==> src/rtl/len5_pkg.sv <==
// Shared fetch-side constants, RISC-V jump opcodes and RAS operation encoding.
package len5_pkg;

    localparam int unsigned ALEN = 32;
    localparam int unsigned ILEN = 32;

    localparam logic [6:0] OPCODE_JAL  = 7'b1101111;
    localparam logic [6:0] OPCODE_JALR = 7'b1100111;

    typedef enum logic [1:0] {
        RAS_NONE,
        RAS_PUSH,
        RAS_POP,
        RAS_PUSH_POP
    } ras_op_t;

    // x1 (ra) and x5 (t0) are the RISC-V link registers
    function automatic logic is_link(input logic [4:0] r);
        return (r == 5'd1) || (r == 5'd5);
    endfunction

endpackage

==> src/rtl/ras_predecoder_call_ret_decoder.sv <==
// Combinational call/return classifier using the RISC-V link-register hints.
// Define LEN5_C_EXT_EN to also decode compressed C.JAL / C.JR / C.JALR.
module call_ret_decoder
    import len5_pkg::*;
#(
    parameter int unsigned ALEN = len5_pkg::ALEN,
    parameter int unsigned ILEN = len5_pkg::ILEN
) (
    input  logic [ILEN-1:0] instr,
    input  logic [ALEN-1:0] pc,
    output ras_op_t         op,
    output logic [ALEN-1:0] link_addr
);

    logic [4:0] rd;
    logic [4:0] rs1;
    logic       rd_link;
    logic       rs1_link;
    logic       unused_bits;

    assign rd          = instr[11:7];
    assign rs1         = instr[19:15];
    assign rd_link     = is_link(rd);
    assign rs1_link    = is_link(rs1);
    assign unused_bits = ^{instr[ILEN-1:20], instr[14:12]};

`ifdef LEN5_C_EXT_EN
    logic [4:0] c_rs1;
    logic [4:0] c_rs2;
    logic       c_rs1_link;

    assign c_rs1      = instr[11:7];
    assign c_rs2      = instr[6:2];
    assign c_rs1_link = is_link(c_rs1);
`endif

    always_comb begin
        op        = RAS_NONE;
        link_addr = pc + ALEN'(4);
        if (instr[6:0] == OPCODE_JAL) begin
            if (rd_link) begin
                op = RAS_PUSH;
            end
        end else if (instr[6:0] == OPCODE_JALR) begin
            unique case ({rd_link, rs1_link})
                2'b10:   op = RAS_PUSH;
                2'b01:   op = RAS_POP;
                2'b11:   op = (rd == rs1) ? RAS_PUSH : RAS_PUSH_POP;
                default: op = RAS_NONE;
            endcase
        end
`ifdef LEN5_C_EXT_EN
        // 16-bit encodings: C.JALR always links through x1
        if (instr[1:0] != 2'b11) begin
            op        = RAS_NONE;
            link_addr = pc + ALEN'(2);
            if ((instr[1:0] == 2'b10) && (instr[15:13] == 3'b100) &&
                (c_rs1 != 5'd0) && (c_rs2 == 5'd0)) begin
                if (instr[12]) begin
                    op = (c_rs1_link && (c_rs1 != 5'd1)) ? RAS_PUSH_POP : RAS_PUSH;
                end else if (c_rs1_link) begin
                    op = RAS_POP;
                end
            end else if ((instr[1:0] == 2'b01) && (instr[15:13] == 3'b001)) begin
                op = RAS_PUSH;
            end
        end
`endif
    end

endmodule

==> src/rtl/ras_predecoder.sv <==
// Fetch pipeline register that pre-decodes calls/returns, drives the RAS and
// redirects fetch on predicted returns. Compressed decode via LEN5_C_EXT_EN.
module ras_predecoder
    import len5_pkg::*;
#(
    parameter int unsigned ALEN = len5_pkg::ALEN,
    parameter int unsigned ILEN = len5_pkg::ILEN
) (
    input  logic            clk_i,
    input  logic            rst_i,
    input  logic            flush_i,
    input  logic            valid_i,
    output logic            ready_o,
    input  logic [ALEN-1:0] pc_i,
    input  logic [ILEN-1:0] instr_i,
    output logic            valid_o,
    input  logic            ready_i,
    output logic [ALEN-1:0] pc_o,
    output logic [ILEN-1:0] instr_o,
    output logic            pred_ret_o,
    output logic [ALEN-1:0] pred_target_o,
    output logic            ras_push_o,
    output logic            ras_pop_o,
    output logic [ALEN-1:0] ras_link_addr_o,
    input  logic            ras_valid_i,
    input  logic [ALEN-1:0] ras_ret_addr_i,
    output logic            redirect_o,
    output logic [ALEN-1:0] redirect_target_o
);

    logic            valid_q;
    logic            fresh_q;
    logic            ret_q;
    logic            init_q;
    logic [ALEN-1:0] pc_q;
    logic [ALEN-1:0] tgt_q;
    logic [ILEN-1:0] instr_q;

    ras_op_t         op;
    logic [ALEN-1:0] link_addr;
    logic            fresh;
    logic            is_call;
    logic            is_ret;
    logic            accept;
    logic            transfer;

    call_ret_decoder #(
        .ALEN (ALEN),
        .ILEN (ILEN)
    ) u_decoder (
        .instr     (instr_q),
        .pc        (pc_q),
        .op        (op),
        .link_addr (link_addr)
    );

    // RAS side effects only in the first valid cycle of an entry
    assign fresh   = valid_q && fresh_q && !flush_i;
    assign is_call = (op == RAS_PUSH) || (op == RAS_PUSH_POP);
    assign is_ret  = (op == RAS_POP)  || (op == RAS_PUSH_POP);

    assign ras_push_o        = fresh && is_call;
    assign ras_pop_o         = fresh && is_ret;
    assign ras_link_addr_o   = ras_push_o ? link_addr : '0;
    assign redirect_o        = ras_pop_o && ras_valid_i;
    assign redirect_target_o = redirect_o ? ras_ret_addr_i : '0;

    // A redirected return is held one cycle so it leaves with its prediction
    assign ready_o  = init_q && (!valid_q || ready_i) && !redirect_o;
    assign valid_o  = valid_q && !redirect_o && !flush_i;
    assign accept   = valid_i && ready_o && !flush_i;
    assign transfer = valid_o && ready_i;

    assign pc_o          = pc_q;
    assign instr_o       = instr_q;
    assign pred_ret_o    = ret_q;
    assign pred_target_o = tgt_q;

    always_ff @(posedge clk_i or posedge rst_i) begin
        if (rst_i) begin
            init_q  <= 1'b0;
            valid_q <= 1'b0;
            fresh_q <= 1'b0;
            ret_q   <= 1'b0;
            tgt_q   <= '0;
            pc_q    <= '0;
            instr_q <= '0;
        end else begin
            init_q <= 1'b1;
            if (flush_i) begin
                valid_q <= 1'b0;
                fresh_q <= 1'b0;
                ret_q   <= 1'b0;
                tgt_q   <= '0;
            end else if (accept) begin
                valid_q <= 1'b1;
                fresh_q <= 1'b1;
                pc_q    <= pc_i;
                instr_q <= instr_i;
                ret_q   <= 1'b0;
                tgt_q   <= '0;
            end else begin
                if (transfer) begin
                    valid_q <= 1'b0;
                    ret_q   <= 1'b0;
                    tgt_q   <= '0;
                end else if (redirect_o) begin
                    ret_q <= 1'b1;
                    tgt_q <= ras_ret_addr_i;
                end
                if (valid_q) begin
                    fresh_q <= 1'b0;
                end
            end
        end
    end

endmodule

==> config.mk <==
export PLATFORM = sky130hd
export DESIGN_NAME = ras_predecoder
export DESIGN_NICKNAME = d
export VERILOG_FILES = /design/src/rtl/len5_pkg.sv /design/src/rtl/ras_predecoder_call_ret_decoder.sv /design/src/rtl/ras_predecoder.sv
export SDC_FILE = /design/constraint.sdc
export NUM_CORES = 1
export LEC_CHECK = 0
export ABC_AREA = 1
export CAP_MARGIN = 5
export CORE_ASPECT_RATIO = 1.5
export CORE_MARGIN = 10
export CORE_UTILIZATION = 41
export CTS_CLUSTER_SIZE = 20
export DETAILED_ROUTE_END_ITERATION = 16
export GPL_ROUTABILITY_DRIVEN = 0
export HOLD_SLACK_MARGIN = 0.12
export PLACE_DENSITY = 0.85
export SLEW_MARGIN = 15
export SYNTH_ARGS = -nofsm -noshare
export SYNTH_HDL_FRONTEND = slang
export SYNTH_SLANG_ARGS = --single-unit
==> constraint.sdc <==
create_clock -name clk_i -period 3.93 [get_ports clk_i]
set_clock_uncertainty 0.1 [all_clocks]
set_input_delay 0.5895 -clock clk_i [delete_from_list [all_inputs] [get_ports clk_i]]
set_output_delay 0.5895 -clock clk_i [all_outputs]
set_load 0.02 [all_outputs]
=== Yosys cells after proc, flatten, opt, wreduce, memory -nomap -nowiden ===
Cells that the tools add are included.
Widths: inputs -> output; s select.

* Muxes and demuxes: 21
* Equality and inequality tests: 13
* Bitwise gates (word level): 1
* $add $sub $neg: 1
* Reduce and logical (&&, ||, !) cells: 24

{| class="wikitable"
|+ Operators with widths
! cell !! count
|-
| $mux 32 || 6
|-
| $add 32x3->32 const B || 1
|-
| $eq 7x7->1 const B || 2
|-
| $logic_and 1x1->1 || 12
|-
| $mux 1 || 11
|-
| $eq 5x1->1 const B || 2
|-
| $eq 5x3->1 const B || 2
|-
| $eq 2x2->1 const B || 4
|-
| $mux 2 || 3
|-
| $pmux 2 s3 || 1
|-
| $reduce_bool 3->1 || 2
|-
| $eq 5x5->1 || 1
|-
| $logic_or 1x1->1 || 5
|-
| $eq 2x1->1 const B || 2
|-
| $reduce_bool 4->1 || 1
|-
| $logic_not 1->1 || 3
|-
| $reduce_and 2->1 || 1
|-
| $not 1->1 || 1
|}

* Bits of input ports: 102
* Logic and storage cells: 67
* Flip-flop bits (word level): 100

=== Logic depth before layout (Yosys ltp) ===
Gate-level depths: netlist of the first run.

* Depth in word-level cells: 17
* Depth in mapped cells: 11
* Mapped depth without buffers: 9

=== Hierarchy ===
A second synthesis of the first run with hierarchy kept.

* Cells, all modules: 806
* Area total of the unflattened synthesis: 5,542.8 um2

{| class="wikitable"
|+ By module, submodules not included
! module !! cells an instance !! instances !! area an instance (um2) !! sequential area each (um2)
|-
| ras_predecoder || 606 || 1 || 4,524.3 || 2,502.4
|-
| call_ret_decoder || 200 || 1 || 1,018.5 || 0.0
|}

=== Least setup slack after synthesis of the first run ===
Ideal clock, no wire load.

* Path type: input to output
* Start: input flush_i
* End: output ras_link_addr_o[18]
* Path slack: 1,367 ps
* Data required time: 3,240 ps
* Buffers on the path: 2
* Arrival: 1,874 ps
* Stages on the path: 7
* Path through: inv_2 > nand3_1 > nor3_1 > clkbuf_1 > buf_2 > o21ai_0 > nor2_1

* Cells in the longest elaborated chain, start to end: 4

{| class="wikitable"
|+ RTL lines
! element !! RTL line !! text
|-
| from (decl) || ras_predecoder.sv:11 || <nowiki>input logic flush_i,</nowiki>
|-
| $logic_not 1->1 || ras_predecoder.sv:58 || <nowiki>assign fresh = valid_q && fresh_q && !flush_i;</nowiki>
|-
| $logic_and 1x1->1 || ras_predecoder.sv:58 ||
|-
| $logic_and 1x1->1 || ras_predecoder.sv:62 || <nowiki>assign ras_push_o = fresh && is_call;</nowiki>
|-
| named net ras_push_o || ras_predecoder.sv:22 || <nowiki>output logic ras_push_o,</nowiki>
|-
| $mux 32 || ras_predecoder.sv:64 || <nowiki>assign ras_link_addr_o = ras_push_o ? link_addr : '0;</nowiki>
|-
| to (decl) || ras_predecoder.sv:24 || <nowiki>output logic [ALEN-1:0] ras_link_addr_o,</nowiki>
|}

The timed path passes the listed nets, and every way through them passes these cells.

=== Worst setup path after layout of the first run ===
* Start: input flush_i
* End: output ras_link_addr_o[8]

* Cells in the longest elaborated chain, start to end: 4

{| class="wikitable"
|+ RTL lines
! element !! RTL line
|-
| $logic_not 1->1 || ras_predecoder.sv:58
|-
| $logic_and 1x1->1 || ras_predecoder.sv:58
|-
| $logic_and 1x1->1 || ras_predecoder.sv:62
|-
| $mux 32 || ras_predecoder.sv:64
|}

No other way between the ends.

==> metrics.md, run 1 <==
| Metric | Value |
|---|---|
| Vias/cell | 4.84 |
| Row count | 50 |
| DP HPWL | 14800 µm |
| Clk pin slew, worst setup/hold paths | 0.07 ns |
| Synth top area cells | dfrtp_1 47%, nand2_1 20%, nor2_1 8.0% |
| Initial antenna violation count | 0 |
| Crit-path cells | clkdlybuf4s50_1 -> inv_2 -> nand3_1 -> nor3_2 -> buf_4 -> clkinvlp_4 -> buf_4 -> nor3_1 -> clkdlybuf4s50_1 |
| Clock Latency Late Sink | 0.35 ns |
| Antenna diodes | 0 |
| Worst Tran Pin Value | 0.662 ns |
| Post-synthesis simple-gate area fraction | 34.0% |
| Clock sink total | 100 |
| Die H | 159 µm |
| CTS max path bufs | 2 |
| Top-Level Pins | 268 |
| Critical path's slowest cell | clkdlybuf4s50_1 |
| Area leader, netlist | dfrtp_1 |
| Max Freq | 0.267 GHz |
| Vias in the first global route | 5583 |
| Syn Nets | 859 |
| Post-synthesis mux area share | 0% |
| WS Path Type | input pin to output port |
| Gr usage total | 20.8% |
| Max incr delay on CP | 0.64 ns |
| Vias | 5692 |
| CP bufs+invs | 6 |
| CP Launch Type | input pin |
| CTS Buf Count | 9 |
| Post-DRT Antenna Nets | 0 |
| Mean Syn Cell Area | 6.97 µm² |
| Drt first pass iters | 5 |
| WP data arrival | 3.06 ns |
| CTS HTree Levels | 3 |
| Delay-heaviest family, CP | buffers and inverters |
| Area share of the largest cell type after synthesis | 47.5% |
| FF+latch count, synth | 100 |
| Area growth, synth to finish | 59.7% |
| Die area | 0.0179 mm² |
| IO buf count | 267 |
| Crit Path Max Fanout | 21 |
| RSZ-0062 raised after global routing | false |
| HP Start | instr_o[12] |
| Hold crit path type | register to register |
| Crit path from | flush_i |
| Synth warn | 0 |
| Drc violations | 0 |
| Synthesized area | 0.00527 mm² |
| Final #Nets | 1118 |
| Tmin final | 3.75 ns |
| Largest net degree at the start of global routing | 67 |
| Global-route wire length before repair | 30500 µm |
| Slew Limit Fails | 0 |
| Die Wd | 113 µm |
| Seq/Total Area, Yosys | 47.5% |
| Drt initial violations | 372 |
| Adder-cell share of the synthesized area | 0.237% |
| Setup-failing EPs final | 0 |
| Final Hold Viols | 0 |
| P_leak | 3.84 nW |
| Total gr overflow | 0 |
| CTS tree | done |
| Fraction of final layout cells with drive strength greater than 1 | 3.73% |
| Post-Layout Cell Count | 1176 |
| Total placed cells including tap cells | 1157 |
| Synth unique cells | 28 |
| Compound-Gate Fraction of Synth Area | 6.93% |
| Post-CTS Hold Buffers | 0 |
| Status | completed |
| CTS root buf | clkbuf_16 |
| Total wire length | 19300 µm |
| Setup TNS | 0 ns |
| Slew margin rel. | 55.9% |
| Reg-to-reg setup timing slack | 1.46 ns |
| Main combinational cell family by area after synthesis | simple AND/OR/NAND/NOR gates |
| Power Dens Cells | 354 mW/mm² |
| Max VDD drop | 0.197 mV |
| Post-synthesis cell count | 756 |
| CP endpoint kind | output port |
| Max Cap Viol | 0 |
| Period Utilization, post-route | 95.3% |
| Crit path required time | 3.24 ns |
| Routed WL per cell | 16.4 µm |
| Area of the core region | 0.0126 mm² |
| Launching point of the worst reg2reg path | instr_o[1] |
| Post-layout util | 67.0% |
| XOR/XNOR Fraction of Synth Area | 0.166% |
| Starting Density | 41.9% |
final timing paths:
check	end	cells past startpoint
max in group asynchronous	instr_o[7]	3
min in group asynchronous	pc_o[23]	2
max reg2reg	pc_o[17]	10
min	instr_o[12]	2
min reg2reg	instr_o[12]	2
max	ras_link_addr_o[8]	9
cell usage after synthesis:
| cell | n |
|---|---|
| ha_1 | 1 |
| nand3_2 | 1 |
| nand3b_1 | 2 |
| xor2_1 | 1 |
| nor3_1 | 11 |
| buf_6 | 6 |
| buf_2 | 7 |
| or2_2 | 1 |
| nor3b_1 | 2 |
| nand3_1 | 17 |
| a21oi_1 | 15 |
| o21a_1 | 3 |
| nand2_1 | 276 |
| a31oi_1 | 5 |
| nor2_1 | 113 |
| inv_2 | 1 |
| nand4_1 | 14 |
| o21ai_0 | 44 |
| clkbuf_1 | 16 |
| buf_4 | 2 |
| inv_1 | 108 |
| and3_1 | 1 |
| a2bb2oi_1 | 1 |
| a211oi_1 | 1 |
| nor2_4 | 3 |
| conb_1 | 1 |
| nor4_1 | 3 |
| dfrtp_1 | 100 |
sequential cells by signal, summed over array words and instances, names as in the netlist:
register / flops
pred_target_o: 32
instr_o: 32
init_q: 1
pred_ret_o: 1
valid_q: 1
pc_o: 32
fresh_q: 1
what timing repair did:
| action | in CTS | in global routing |
|---|---|---|
| setup buffers | 0 | 2 |
| resized for setup | 0 | 2 |
| endpoints found under the setup margin | 0 | 4 |
final cells by class:
| cell class | count | area (µm²) |
|---|---|---|
| multi-input cells | 516 | 2200 |
| flip-flops and latches | 100 | 2500 |
| clock inverters | 6 | 72.6 |
| well taps | 156 | 195 |
| repair buffers | 278 | 2810 |
| repair inverters | 1 | 5.00 |
| inverters | 109 | 415 |
| fillers | 1029 | 4150 |
| clock buffers | 10 | 229 |
cell families (layout without fill, tap and decap cells):
| logic type | Yosys count | in the layout |
|---|---|---|
| AND/OR/NAND/NOR | 444 | 444 |
| flip-flops | 100 | 100 |
| XOR/XNOR | 1 | 1 |
| AO/OA/AOI/OAI | 69 | 69 |
| other | 1 | 1 |
| adder cells (fa/ha/maj) | 1 | 1 |
| buffers and inverters | 140 | 404 |
tightest hold or removal path: stages (launching register included):
cell	delay, ns
dfrtp_1	0.34
nand2_1	0.05
nand2_1	0.06
metal layers:
metal / up-vias / share of wire, % / global-route usage [%]
met5: - / 0 / 0
met4: 0 / 2.1 / 6.31
met3: 33 / 7.8 / 5.91
met2: 239 / 54 / 38.0
met1: 2610 / 36 / 22.3
li1: 2810 / - / -
power by group:
| part | switching [W] | internal (W) | leakage, nW |
|---|---|---|---|
| registers | 0.000144 | 0.00114 | 1.29 |
| clock network | 0.000412 | 0.000500 | 0.143 |
| logic | 0.000411 | 0.000371 | 2.41 |
| total | 0.000967 | 0.00202 | 3.84 |
cell usage in the layout, fill, tap and decap left out, drive strengths merged, types with 2 or more instances in the layout:
cell             n
dfrtp          100
nand4           14
a31oi            5
clkinv           3
clkbuf          10
nand3           18
inv            109
o21ai           44
o21a             3
nand3b           2
nor2           116
clkinvlp         3
buf             11
nor3            11
nor4             3
nand2          276
nor3b            2
a21oi           15
clkdlybuf4s50  267
per-stage QoR:
step	setup WS, ns	hold WS (ns)	total power, W	cell area, µm²
after global routing	0.0167	0.414	0.00312	8420
after global placement	0.291	0.361	0.00207	8090
after floorplan	0.622	0.380	0.00164	5270
after CTS	0.138	0.386	0.00300	8390
after detailed placement	0.204	0.364	0.00209	8090
final	0.184	0.382	0.00298	8420
No activity file was read; power rests on OpenSTA's default activity.
==> run 2: changes to the inputs <==
--- a/config.mk
+++ b/config.mk
@@ -10,10 +10,10 @@
 export CORE_ASPECT_RATIO = 1.5
 export CORE_MARGIN = 10
 export CORE_UTILIZATION = 41
+export CTS_BUF_LIST = sky130_fd_sc_hd__clkbuf_8 sky130_fd_sc_hd__clkbuf_16
 export CTS_CLUSTER_SIZE = 20
 export DETAILED_ROUTE_END_ITERATION = 16
 export GPL_ROUTABILITY_DRIVEN = 0
-export HOLD_SLACK_MARGIN = 0.12
 export PLACE_DENSITY = 0.85
 export SLEW_MARGIN = 15
 export SYNTH_ARGS = -nofsm -noshare
==> run 2 against run 1 <==
  * Via count about the same
  * Highest routed layer unchanged
  * Wire length about the same
  * Cell count unchanged
  * Sequential power about the same
  * Non-clock buffer count unchanged
  * Combinational power about the same
  * Die area unchanged
  * Register-to-register slack about the same
  * First-iteration DRC count up 0.27%
  * Design area unchanged
  * Utilization unchanged
  * Maximum frequency about the same
==> metrics.md, run 2 (synthesis results as in run 1) <==
| Metric | Value |
|---|---|
| Status | completed |
| CTS Buf Count | 9 |
| Commonest non-fill, non-tap cell in the layout | nand2_1 |
| Filler cells | 1029 |
| Max VDD drop | 0.197 mV |
| HP Start | instr_o[12] |
| Global-route wire length before repair | 30500 µm |
| CTS max path bufs | 2 |
| WS Path Type | input pin to output port |
| Drt first pass iters | 5 |
| Area growth, synth to finish | 59.7% |
| Clock Latency Late Sink | 0.35 ns |
| Worst Tran Pin Value | 0.662 ns |
| Hold crit path type | register to register |
| Post-layout util | 67.0% |
| Period Utilization, post-route | 95.3% |
| Vias | 5696 |
| Final #Nets | 1118 |
| Slew margin rel. | 55.9% |
| Clock sink total | 100 |
| Tmin final | 3.75 ns |
| Vias/cell | 4.84 |
| Row count | 50 |
| Die area | 0.0179 mm² |
| Hold Crit Depth | 2 |
| Hold Path End | instr_o[12] |
| P_leak | 3.85 nW |
| Max Cap Viol | 0 |
| WP data arrival | 3.06 ns |
| Starting Density | 41.9% |
| Total gr overflow | 0 |
| CTS tree | done |
| CTS HTree Levels | 3 |
| Gr usage total | 20.8% |
| Drt initial violations | 373 |
| Post-DRT Antenna Nets | 0 |
| Setup-failing EPs final | 0 |
| CTS root buf | clkbuf_16 |
| Reg2reg end | pc_o[17] |
| Fraction of final layout cells with drive strength greater than 1 | 3.73% |
| Setup TNS | 0 ns |
| Power Dens Cells | 354 mW/mm² |
| Top-Level Pins | 268 |
| Commonest non-fill, non-tap cells in the layout | 276 x nand2_1, 267 x clkdlybuf4s50_1, 112 x nor2_1 |
| Crit path required time | 3.24 ns |
| Crit Path Max Fanout | 21 |
| DP Worst Slack | 0.204 ns |
| Vias in the first global route | 5583 |
| CP Launch Type | input pin |
| Largest net degree at the start of global routing | 67 |
| Reg-to-reg setup timing slack | 1.46 ns |
| Total wire length | 19300 µm |
| Die H | 159 µm |
| IO buf count | 267 |
| Max Freq | 0.267 GHz |
| RSZ-0062 raised after global routing | false |
| DP HPWL | 14800 µm |
| CP endpoint kind | output port |
| Drc violations | 0 |
| Die Wd | 113 µm |
| Setup WS post-layout | 0.185 ns |
| Clk pin slew, worst setup/hold paths | 0.07 ns |
| R2R cell count | 10 |
| Area of the core region | 0.0126 mm² |
| Launching point of the worst reg2reg path | instr_o[1] |
| Routed WL per cell | 16.4 µm |
| Slew Limit Fails | 0 |
| Final Hold Viols | 0 |
| Initial antenna violation count | 0 |
| Antenna diodes | 0 |
==> run 2: worst max path at each step <==
| stage | from | end | cells after the start |
|---|---|---|---|
| floorplan | rst_i | fresh_q | 1 |
| global placement | flush_i | ras_link_addr_o[31] | 10 |
| detailed placement | flush_i | ras_link_addr_o[9] | 9 |
| CTS | pc_o[2] | ras_link_addr_o[22] | 10 |
| global route | flush_i | ras_link_addr_o[31] | 10 |
| finish | flush_i | ras_link_addr_o[8] | 9 |
==> run 2: through the flow <==
step           cell area [µm²]  hold WS, ns  cells  total power, W
6_report                  8420        0.382   1176         0.00298
5_1_grt                   8420        0.414   1176         0.00311
4_1_cts                   8390        0.386   1173         0.00300
3_5_place_dp              8090        0.364   1157         0.00209
3_3_place_gp              8090        0.361   1157         0.00207
2_1_floorplan             5270        0.380    756         0.00164
==> run 2: power breakdown <==
group | total [W] | internal [W] | leakage (nW) | switching, W
Sequential | 0.00129 | 0.00114 | 1.29 | 0.000144
Clock | 0.000909 | 0.000498 | 0.147 | 0.000412
Combinational | 0.000782 | 0.000371 | 2.41 | 0.000411
==> run 2: routing by layer <==
layer  wire (µm)  vias up  track usage (%)  part of all wire, %
met4         417        0             6.31                  2.2
met2       10400      240             38.0                   54
met3        1520       35             5.91                  7.8
met1        6970     2611             22.3                   36
li1            -     2810                -                    -
met5           0        -                0                    0
==> run 2: area by class of cell <==
type / instances / area [µm²] / area share (%)
timing repair buffer: 278 / 2810 / 33.3
sequential: 100 / 2500 / 29.7
multi-input combinational: 516 / 2200 / 26.1
inverter: 109 / 415 / 4.93
clock buffer: 9 / 225 / 2.67
tap: 156 / 195 / 2.32
clock inverter: 7 / 76.3 / 0.906
timing repair inverter: 1 / 5.00 / 0.0594
==> run 2: worst max-delay path: stages <==
cell,delay [ns]
clkdlybuf4s50_1,0.51
inv_2,0.13
nand3_1,0.12
nor3_2,0.19
buf_4,0.28
clkinvlp_4,0.23
buf_4,0.18
nor3_1,0.15
clkdlybuf4s50_1,0.64
==> run 2: repair_timing <==
action,in CTS,in global routing
hold buffers,0,0
setup buffers,0,2
resized for setup,0,2
setup endpoints to repair,0,4
==> run 3: changes to the inputs <==
--- a/config.mk
+++ b/config.mk
@@ -15,7 +15,9 @@
 export DETAILED_ROUTE_END_ITERATION = 16
 export GPL_ROUTABILITY_DRIVEN = 0
 export PLACE_DENSITY = 0.85
+export SETUP_SLACK_MARGIN = 0.2
 export SLEW_MARGIN = 15
 export SYNTH_ARGS = -nofsm -noshare
 export SYNTH_HDL_FRONTEND = slang
 export SYNTH_SLANG_ARGS = --single-unit
+export TNS_END_PERCENT = 20
==> run 3 against run 2 <==
  * Maximum frequency is 1.5% higher
  * Sequential power hardly changed
  * Sequential cell count stayed put
  * Critical path type is now register to output port
  * Combinational power hardly changed
  * Count of clock-buffer cells in the layout stayed put
  * Cell count is 0.17% higher
  * Wire length is 1.0% higher
  * Via count is 0.30% higher
  * Register-to-register slack better by 0.15 ns
  * Worst setup slack better by 0.056 ns
==> metrics.md, run 3 (synthesis results as in run 1) <==
| Metric | Value |
|---|---|
| Drc violations | 0 |
| Max Freq | 0.271 GHz |
| Crit Path Max Fanout | 5 |
| Routed WL per cell | 16.6 µm |
| DP HPWL | 14800 µm |
| Drt first pass iters | 5 |
| Vias in the first global route | 5580 |
| Top-Level Pins | 268 |
| Crit path from | pc_o[3] |
| Commonest non-fill, non-tap cell in the layout | nand2_1 |
| CTS root buf | clkbuf_16 |
| Setup TNS | 0 ns |
| Final #Nets | 1120 |
| Die Wd | 113 µm |
| Final Hold Viols | 0 |
| Clock sink total | 100 |
| CP Launch Type | register |
| Status | completed |
| WS Path Type | register to output port |
| P_leak | 3.87 nW |
| Power Dens Cells | 352 mW/mm² |
| Setup-failing EPs final | 0 |
| Vias/cell | 4.85 |
| Area of the core region | 0.0126 mm² |
| Initial antenna violation count | 0 |
| CTS HTree Levels | 3 |
| CTS max path bufs | 2 |
| Total wire length | 19500 µm |
| Post-layout util | 67.3% |
| Gr usage total | 20.8% |
| Total gr overflow | 0 |
| Clock Latency Late Sink | 0.35 ns |
| CTS Buf Count | 9 |
| Largest net degree at the start of global routing | 67 |
| Crit path required time | 3.24 ns |
| Fraction of final layout cells with drive strength greater than 1 | 4.11% |
| Total placed cells including tap cells | 1157 |
| Period Utilization, post-route | 93.9% |
| Post-Layout Cell Count | 1178 |
| WP data arrival | 3.00 ns |
| Die H | 159 µm |
| Commonest non-fill, non-tap cells in the layout | 276 x nand2_1, 267 x clkdlybuf4s50_1, 111 x nor2_1 |
| Clk pin slew, worst setup/hold paths | 0.08 ns |
| Tmin final | 3.69 ns |
| Die area | 0.0179 mm² |
| CTS tree | done |
| Vias | 5713 |
| RSZ-0062 raised after global routing | true |
| CP endpoint kind | output port |
| Row count | 50 |
| Slew margin rel. | 56.1% |
| Hold crit path type | register to register |
| IO buf count | 267 |
| Max VDD drop | 0.199 mV |
| Worst Tran Pin Value | 0.659 ns |
| Launching point of the worst reg2reg path | instr_o[1] |
| Post-DRT Antenna Nets | 0 |
| Starting Density | 41.9% |
| Max Cap Viol | 0 |
| Slew Limit Fails | 0 |
| Drt initial violations | 393 |
| HP Start | instr_o[29] |
| Area growth, synth to finish | 60.4% |
| Post-CTS Hold Buffers | 0 |
| Global-route wire length before repair | 30400 µm |
| Antenna diodes | 0 |
-- run 3: timing repair --
item                                   4_1_cts  5_1_grt
resized for setup                            1        7
pin swaps                                    0        2
setup endpoints to repair                    1       38
setup buffers                                0        3
endpoints found under the hold margin        0        0
cloned                                       0        2
-- run 3: worst max-delay path, stage by stage, from the launching register on --
cell and delay [ns]:
dfrtp_1 0.46, ha_1 0.30, nand4_1 0.23, nor2_4 0.21, inv_1 0.07, nor2_1 0.23, nand2_1 0.10, inv_1 0.15
nand3_1 0.09, a21oi_1 0.14, clkdlybuf4s50_1 0.66
-- run 3: per-stage QoR --
stage / total power [W] / setup WS, ns / instance area, µm² / hold slack [ns]
2_1_floorplan: 0.00164 / 0.622 / 5270 / 0.380
3_3_place_gp: 0.00207 / 0.291 / 8090 / 0.361
3_5_place_dp: 0.00209 / 0.204 / 8090 / 0.364
4_1_cts: 0.00300 / 0.208 / 8400 / 0.386
5_1_grt: 0.00312 / 0.131 / 8460 / 0.414
6_report: 0.00298 / 0.241 / 8460 / 0.380
-- run 3: power by group --
group          leakage, nW  internal [W]  switching (W)
Clock                0.147      0.000498       0.000410
Sequential            1.29       0.00115       0.000145
Combinational         2.43      0.000372       0.000412
-- run 3: metal layers --
metal	wire [µm]	GRT usage, %
met4	364	6.19
met5	0	0
met3	1570	5.91
met2	10600	38.1
met1	7010	22.1
-- run 3: area by class of cell --
cell class              count  area, µm²
repair buffers            280       2820
fillers                  1024       4120
repair inverters            1       5.00
well taps                 156        195
multi-input cells         516       2220
inverters                 109        415
clock buffers               9        225
clock inverters             7       76.3
flip-flops and latches    100       2500
-- run 3: final timing paths --
path | endpoint | slack (ns) | depth (start not counted)
max | ras_link_addr_o[22] | 0.24 | 10
min | instr_o[29] | 0.38 | 2
min in group asynchronous | pc_o[23] | 0.60 | 2
max in group asynchronous | instr_o[7] | 2.40 | 3
min reg2reg | instr_o[29] | 0.38 | 2
max reg2reg | pc_o[17] | 1.61 | 10
